==> config.mk <==
export PLATFORM = sky130hd
export DESIGN_NAME = byte_unstriping
export DESIGN_NICKNAME = d
export VERILOG_FILES = /design/src/rtl/byte_unstriping.sv
export SDC_FILE = /design/constraint.sdc
export NUM_CORES = 1
export LEC_CHECK = 0
export BUFFER_PORTS_ARGS = -buffer_cell sky130_fd_sc_hd__buf_2
export CORE_MARGIN = 3
export CORE_UTILIZATION = 32
export CTS_CLUSTER_SIZE = 24
export DETAILED_ROUTE_END_ITERATION = 12
export GPL_ROUTABILITY_DRIVEN = 0
export HOLD_SLACK_MARGIN = 0.12
export PLACE_DENSITY = 0.56
export SLEW_MARGIN = 10
export SYNTH_ARGS = -nofsm -noshare
export SYNTH_HDL_FRONTEND = slang
export SYNTH_SLANG_ARGS = --single-unit
export TNS_END_PERCENT = 20
==> constraint.sdc <==
create_clock -name clk_2f -period 2.8 [get_ports clk_2f]
set_input_delay 0.42 -clock clk_2f [delete_from_list [all_inputs] [get_ports clk_2f]]
set_output_delay 0.42 -clock clk_2f [all_outputs]
set_load 0.01 [all_outputs]
==> src/rtl/byte_unstriping.sv <==
// byte_unstriping: merges two 32-bit lanes back into one stream on clk_2f.
// The output order alternates lane0, lane1, lane0, ... and always starts on
// lane0. A FIFO per lane absorbs the skew between the two lanes.
//
// Optional feature (compile-time macro STALL_TIMEOUT_EN): a stall counter.
// When the selected lane stays empty for TIMEOUT cycles, the block sets the
// sticky lane_err flag, flushes both FIFOs and returns to IDLE. Without the
// macro the merger waits indefinitely and lane_err is tied to 0.
//
// Ports:
//   clk_2f      single clock, rising edge
//   reset_L     asynchronous active-low reset
//   lane0/1     lane words, qualified by valid_0/valid_1
//   data_out    merged word (registered), new when valid_out=1
//   active      merger running (state != IDLE)
//   overflow_0/1 sticky: a word on that lane was dropped because its FIFO was full
//   lane_err    sticky stall-timeout flag
module byte_unstriping #(
  parameter int unsigned DATA_W  = 32,
  parameter int unsigned DEPTH   = 4,
  parameter int unsigned TIMEOUT = 8
) (
  input  logic              clk_2f,
  input  logic              reset_L,
  input  logic [DATA_W-1:0] lane0,
  input  logic              valid_0,
  input  logic [DATA_W-1:0] lane1,
  input  logic              valid_1,
  output logic [DATA_W-1:0] data_out,
  output logic              valid_out,
  output logic              active,
  output logic              overflow_0,
  output logic              overflow_1,
  output logic              lane_err
);

  localparam int unsigned PTR_W = $clog2(DEPTH);
  localparam int unsigned CNT_W = $clog2(DEPTH + 1);
  localparam logic [CNT_W-1:0] FULL = CNT_W'(DEPTH);

  // Elaboration-time parameter sanity checks.
  if (DEPTH < 2 || (DEPTH & (DEPTH - 1)) != 0) begin : g_bad_depth
    $error("byte_unstriping: DEPTH must be a power of two >= 2");
  end
  if (TIMEOUT < 1) begin : g_bad_timeout
    $error("byte_unstriping: TIMEOUT must be >= 1");
  end

  typedef enum logic [1:0] {IDLE, SEL0, SEL1} state_t;

  state_t            state, state_nxt;
  logic [DATA_W-1:0] mem0 [DEPTH];
  logic [DATA_W-1:0] mem1 [DEPTH];
  logic [PTR_W-1:0]  wr0, rd0, wr1, rd1;
  logic [CNT_W-1:0]  cnt0, cnt1;
  logic              pop0, pop1, stall, flush;
  logic              push0, push1, drop0, drop1;

`ifdef STALL_TIMEOUT_EN
  localparam int unsigned TO_W = $clog2(TIMEOUT + 1);
  logic [TO_W-1:0] stall_cnt;
`endif

  // Next-state and pop decisions, based on counts before the edge.
  always_comb begin
    state_nxt = state;
    pop0      = 1'b0;
    pop1      = 1'b0;
    stall     = 1'b0;
    flush     = 1'b0;
    case (state)
      IDLE: if (cnt0 != '0) state_nxt = SEL0;
      SEL0: begin
        if (cnt0 != '0) begin
          pop0      = 1'b1;
          state_nxt = SEL1;
        end else begin
          stall = 1'b1;
        end
      end
      SEL1: begin
        if (cnt1 != '0) begin
          pop1      = 1'b1;
          state_nxt = SEL0;
        end else begin
          stall = 1'b1;
        end
      end
      default: state_nxt = IDLE;
    endcase
`ifdef STALL_TIMEOUT_EN
    flush = stall && (stall_cnt == TO_W'(TIMEOUT - 1));
`endif
    if (flush) state_nxt = IDLE;
  end

  // A full FIFO still accepts a word if it is popped on the same edge.
  assign push0 = valid_0 && ((cnt0 != FULL) || pop0) && !flush;
  assign push1 = valid_1 && ((cnt1 != FULL) || pop1) && !flush;
  assign drop0 = valid_0 && (cnt0 == FULL) && !pop0;
  assign drop1 = valid_1 && (cnt1 == FULL) && !pop1;

  // FIFO storage; contents are don't-care while the count says empty.
  always_ff @(posedge clk_2f) begin
    if (push0) mem0[wr0] <= lane0;
    if (push1) mem1[wr1] <= lane1;
  end

  // FIFO pointers and counts.
  always_ff @(posedge clk_2f or negedge reset_L) begin
    if (!reset_L) begin
      wr0  <= '0;
      rd0  <= '0;
      cnt0 <= '0;
      wr1  <= '0;
      rd1  <= '0;
      cnt1 <= '0;
    end else if (flush) begin
      wr0  <= '0;
      rd0  <= '0;
      cnt0 <= '0;
      wr1  <= '0;
      rd1  <= '0;
      cnt1 <= '0;
    end else begin
      if (push0) wr0 <= wr0 + PTR_W'(1);
      if (pop0)  rd0 <= rd0 + PTR_W'(1);
      if (push1) wr1 <= wr1 + PTR_W'(1);
      if (pop1)  rd1 <= rd1 + PTR_W'(1);
      cnt0 <= cnt0 + CNT_W'(push0) - CNT_W'(pop0);
      cnt1 <= cnt1 + CNT_W'(push1) - CNT_W'(pop1);
    end
  end

  // State register and registered outputs.
  always_ff @(posedge clk_2f or negedge reset_L) begin
    if (!reset_L) begin
      state      <= IDLE;
      data_out   <= '0;
      valid_out  <= 1'b0;
      active     <= 1'b0;
      overflow_0 <= 1'b0;
      overflow_1 <= 1'b0;
    end else begin
      state      <= state_nxt;
      valid_out  <= pop0 | pop1;
      active     <= (state_nxt != IDLE);
      overflow_0 <= overflow_0 | drop0;
      overflow_1 <= overflow_1 | drop1;
      if (pop0)      data_out <= mem0[rd0];
      else if (pop1) data_out <= mem1[rd1];
    end
  end

`ifdef STALL_TIMEOUT_EN
  // Stall counter: counts empty-turn cycles, clears on any pop or in IDLE.
  always_ff @(posedge clk_2f or negedge reset_L) begin
    if (!reset_L) begin
      stall_cnt <= '0;
      lane_err  <= 1'b0;
    end else begin
      if (stall && !flush) stall_cnt <= stall_cnt + TO_W'(1);
      else                 stall_cnt <= '0;
      if (flush) lane_err <= 1'b1;
    end
  end
`else
  assign lane_err = 1'b0;
`endif

endmodule

# ---- After elaboration in Yosys (flattened, before gate mapping)
# Memories as Yosys holds them, arrays and structs flattened.
# Cells that the tools add are included.
dict set report totals {
  register_bits 52
  ram_bits 256
  in_bits 68
  output_inout_bits 37
  memories 2
}
# memory words width rd rd_ports_with_merged_regs wr line_no
set memory_table {}
lappend memory_table {mem0 4 32 1 0 1 52} ;# logic [DATA_W-1:0] mem0 [DEPTH];
lappend memory_table {mem1 4 32 1 0 1 53} ;# logic [DATA_W-1:0] mem1 [DEPTH];
dict set report op_classes {
  add_sub_neg 8
  n_eq_ne 6
  mux 14
  n_bitwise 3
  reduce_logical 15
}
# cell count
set ops {}
lappend ops {{32-bit two-way mux} 2}
lappend ops {{2-bit by 1-bit adder with 2-bit output (second input constant)} 4}
lappend ops {{1-bit two-way mux} 8}
lappend ops {{3-bit by 1-bit adder with 3-bit output} 2}
lappend ops {{3-bit == test (second input constant)} 2}
lappend ops {{1-bit logical AND} 6}
lappend ops {{2-bit two-way mux} 3}
lappend ops {{3-bit inequality test (second input constant)} 2}
lappend ops {{2-bit case mux with 3 select lines} 1}
lappend ops {{3-bit nonzero test} 2}
lappend ops {{3-bit by 1-bit subtractor with 3-bit output} 2}
lappend ops {{2-bit nonzero test} 2}
lappend ops {{1-bit bitwise OR} 3}
lappend ops {{2-bit by 1-bit == test with 1-bit output (second input constant)} 1}
lappend ops {{2-bit == test (second input constant)} 1}
lappend ops {{1-bit logical NOT} 2}
lappend ops {{2-bit logical NOT} 1}
lappend ops {{1-bit logical OR} 2}

# ---- Logic depth before layout (Yosys ltp)
dict set report depth {
  depth_word 7
  ltp_mapped 12
}

# ---- Worst setup path before layout
# No wires, ideal clock.
dict set report synth_path {
  path_type {register -> register}
  start {register cnt1[1]}
  end {register cnt1[2]}
  setup_time_ns 0.124
  arrival_time_ns 2.360
  required_time_ns 2.676
  path_slack_ns 0.316
  path_stages_with_launch 13
  n_path_buf 2
  synth_period_minus_slack_ns 2.484
  cell_sequence {dfrtp_1 > or3_1 > buf_2 > clkbuf_1 > nand2_1 > inv_1 > ha_1 > inv_1 > ha_1 > inv_1 > fa_1 > xnor2_1 > xnor2_1}
}
dict set report synth_via {
  elab_chain_cells 7
}
# item line_no
set synth_rtl {}
lappend synth_rtl {{start, declared} 55} ;# logic [CNT_W-1:0] cnt0, cnt1;
lappend synth_rtl {{start signal, assigned} 131} ;# cnt1 <= cnt1 + CNT_W'(push1) - CNT_W'(pop1);
lappend synth_rtl {{3-bit nonzero test *} 82} ;# if (cnt1 != '0) begin
lappend synth_rtl {{1-bit two-way mux *} 82}
lappend synth_rtl {{1-bit two-way mux *} 71} ;# case (state)
lappend synth_rtl {{named net pop1} 56} ;# logic pop0, pop1, stall, flush;
lappend synth_rtl {{1-bit logical OR} 99} ;# assign push1 = valid_1 && ((cnt1 != FULL) || pop1) && !flush;
lappend synth_rtl {{1-bit logical AND} 99}
lappend synth_rtl {{3-bit by 1-bit adder with 3-bit output} 131}
lappend synth_rtl {{3-bit by 1-bit subtractor with 3-bit output *} 131}
# The timed path passes the listed nets; every way through them passes the cells marked *.
# A chain may end at the register's enable or synchronous reset.

# ---- Worst setup path in the final report
dict set report layout_path {
  start {register state[1]}
  end {register cnt0[2]}
}
dict set report layout_via {
  elab_chain_cells 6
}
# item line_no
set layout_rtl {}
lappend layout_rtl {{start, declared} 51} ;# state_t state, state_nxt;
lappend layout_rtl {{start signal, assigned} 145} ;# state <= state_nxt;
lappend layout_rtl {{2-bit by 1-bit == test with 1-bit output *} 71}
lappend layout_rtl {{1-bit two-way mux *} 71}
lappend layout_rtl {{1-bit logical OR} 98} ;# assign push0 = valid_0 && ((cnt0 != FULL) || pop0) && !flush;
lappend layout_rtl {{1-bit logical AND} 98}
lappend layout_rtl {{3-bit by 1-bit adder with 3-bit output} 130} ;# cnt0 <= cnt0 + CNT_W'(push0) - CNT_W'(pop0);
lappend layout_rtl {{3-bit by 1-bit subtractor with 3-bit output *} 130}
lappend layout_rtl {{end signal, assigned} 130}
lappend layout_rtl {{end, declared} 55}
# Mark *: on every way between the ends. The rest lies on a longest branch, timed or not.

==> summary.txt <==
Timing
  • Worst clock skew: between 5 and 6 ps
  • Hold slack: 158 ps
  • Final Max Slew Viols: 0
  • Actual slew at the worst max-slew pin: 841 ps
  • Fmax: 0.389 GHz
  • RSZ-0062 raised after global routing: false
  • Final setup fails: 0
  • Fin crit period: between 2000 and 3000 ps
  • Relative slew slack: 0.440
  • Final period utilization: 0.918
  • Fin. Hold Viols: 0
  • TNS Setup: 0 ps

Pwr
  • PwrDens: around 1100 mW/mm2
  • Leakage: 5.21 nW
  • Overall Power: around 15 mW
  • Worst VDD drop: around 0.47 mV

Synthesis
  • Synth Cell Area: 0.0118 mm2
  • Ys flop type: edfxtp_1
  • Seq/Total Area, Yosys: 0.765
  • Synth top area share: 0.654
  • Post-synth EDFFs: roughly 260
  • Most area-hungry cell type in the Yosys netlist: edfxtp_1
  • Top cells by count, synth: edfxtp_1, mux4_2, dfrtp_1
  • FF+latch count, synth: 308
  • Yosys warns: 0
  • Ranking of synthesized cells by area: edfxtp_1, mux4_2, dfrtp_1
  • Top-count cell post-synth: edfxtp_1
  • Ys async rst share: 0.169
  • Post-Syn Instances: 553
  • Syn Nets: roughly 640
  • Distinct cell type count after synthesis: 35
  • Syn Area/Cell: about 21 um2

Floorplan
  • # IOs: 105
  • Starting Density: 0.327
  • Row count: 69
  • Core Region: 0.0359 mm2
  • Die Y-Extent: 198 um
  • Die Wd: 198 um
  • Die ar.: roughly 0.039 mm2

Clock tree
  • Skew-Pair Late Insertion Delay: approximately 540 ps
  • Clock Path Buffers: 3
  • Clock transition at path regs: 60 ps
  • CTS tree: yes
  • Postcts setup bufs: 0
  • CTS resizes: 0
  • H-tree Lvls: 1
  • CTS root buffer: clkbuf_16
  • Clk sinks: between 300 and 400
  • CTS buffer count: 29

Route
  • WL per Instance: 20.3 um
  • 1st-iter DRT viols: 556
  • Drt pass-1 iters: 4
  • Via density: 4.79
  • DRC errors left: 0
  • WL final: roughly 25000 um
  • Via Count: 5893
  • ANT nets after route: 0

Setup path
  • CP endpoint kind: flop
  • Worst Path Max Fanout: 7
  • CP required: 3250 ps
  • R2r setup slk: 230 ps
  • Critical path class: flop to flop
  • Worst setup SP type: flop
  • Arrival time worst endpoint: 3020 ps

Cells and area
  • Synthesis-to-layout area growth: 23.2%
  • Fin cells: between 1000 and 1500
  • Post-Route Utilization: 0.403
  • Total Nets Final: 824
  • Storage cell area: 0.00899 mm2
  • Share of cells above drive strength 1: 0.312
  • Fill count: approximately 3200
  • Multi-input gate area: 0.00251 mm2

Flow run
  • Max Cap Viol: 0

GRT
  • Largest net degree at the start of global routing: 36
  • Initial antenna violation count: 7
  • All-Layer GR Usage: 0.130
  • Global-route wire length before repair: 39100 um
  • Total gr overflow: 0
  • Vias in the first global route: approximately 6500

Run status
  • Status: completed

Placement
  • DP Cell Count: 1107
  • Detail Placement HPWL: 16800 um
  • Number of I/O port buffers: 103

Min path
  • Worst min-delay path class: primary input to flop
==> routing by layer <==
metal,up-vias,routed length (um),track usage
li1,2656,-,-
met1,3080,10800,0.173
met2,127,12600,0.223
met3,26,1170,0.0234
met4,4,372,0.0325
met5,-,21,0
==> through the flow <==
step / setup slack (ps) / area (um2)
final: 229 / 14500
after global routing: 58.5 / 14500
after CTS: 271 / 14500
after detailed placement: 281 / 12900
after global placement: 384 / 12900
after floorplan: 316 / 11800
==> registers in the layout (all words and copies together) (netlist names), 3 cells and up <==
register	count
mem1	128
cnt0	3
cnt1	3
data_out	32
mem0	128
==> power breakdown <==
part | internal, mW | switching (mW) | leakage [nW]
Combinational | 2.18 | 2.38 | 1.79
Clock | 2.30 | 1.61 | 0.459
Sequential | 6.23 | 0.591 | 2.96
Total | 10.7 | 4.58 | 5.21
==> path summary, 6_finish.rpt <==
path / startpoint / end / cells after the start
max in group asynchronous: reset_L / data_out[16] / 3
setup / recovery: state[1] / cnt0[2] / 9
hold reg to reg: overflow_1 / overflow_1 / 1
setup reg to reg: state[1] / cnt0[2] / 9
hold / removal: valid_1 / overflow_1 / 2
min in group asynchronous: reset_L / valid_out / 2
==> critical path, cell delays in order (launching register included) <==
cell      delay, ps
dfrtp_1         440
nand2b_1        290
a31oi_2         390
inv_1            90
ha_1            290
inv_1            50
ha_1            180
fa_1            380
xor2_1          190
xnor2_1         160
==> layout make-up <==
type                       count  share of cell area
antenna                        5            0.000864
inverter                      17             0.00458
clock inverter                16              0.0126
multi-input combinational    197               0.174
timing repair buffer         189              0.0948
sequential                   308               0.621
clock buffer                  38              0.0531
tap                          461              0.0398
==> what timing repair did <==
item	4_1_cts	5_1_grt
endpoints found under the hold margin	272	0
hold buffers	65	0
setup endpoints to repair	0	0
==> placed cells by master (no fill, tap or decap), types with 5 or more instances in the layout <==
master and instances:
dlygate4sd3_1 65, nand3_1 7, edfxtp_1 256, mux4_2 64, clkbuf_16 29, ha_1 12, nor3_1 8, buf_2 103
xnor2_1 10, inv_1 15, clkbuf_1 8, buf_4 17, diode_2 5, and3_1 27, a31oi_1 6, dfrtp_1 50
clkinv_1 5, o21ai_0 7, a221o_1 27, and2_1 8
==> cell families after synthesis <==
group                      Yosys count  share of synthesized area
muxes                               66                      0.125
other                                1                   0.000319
adders and majority gates           14                     0.0162
and+or+nand+nor                     60                     0.0302
DFF                                308                      0.765
xor gates and xnor gates            11                    0.00819
buffers and inverters               48                     0.0218
AOI/OAI and AO/OA                   45                     0.0342
(Power assumes the default switching activity.)
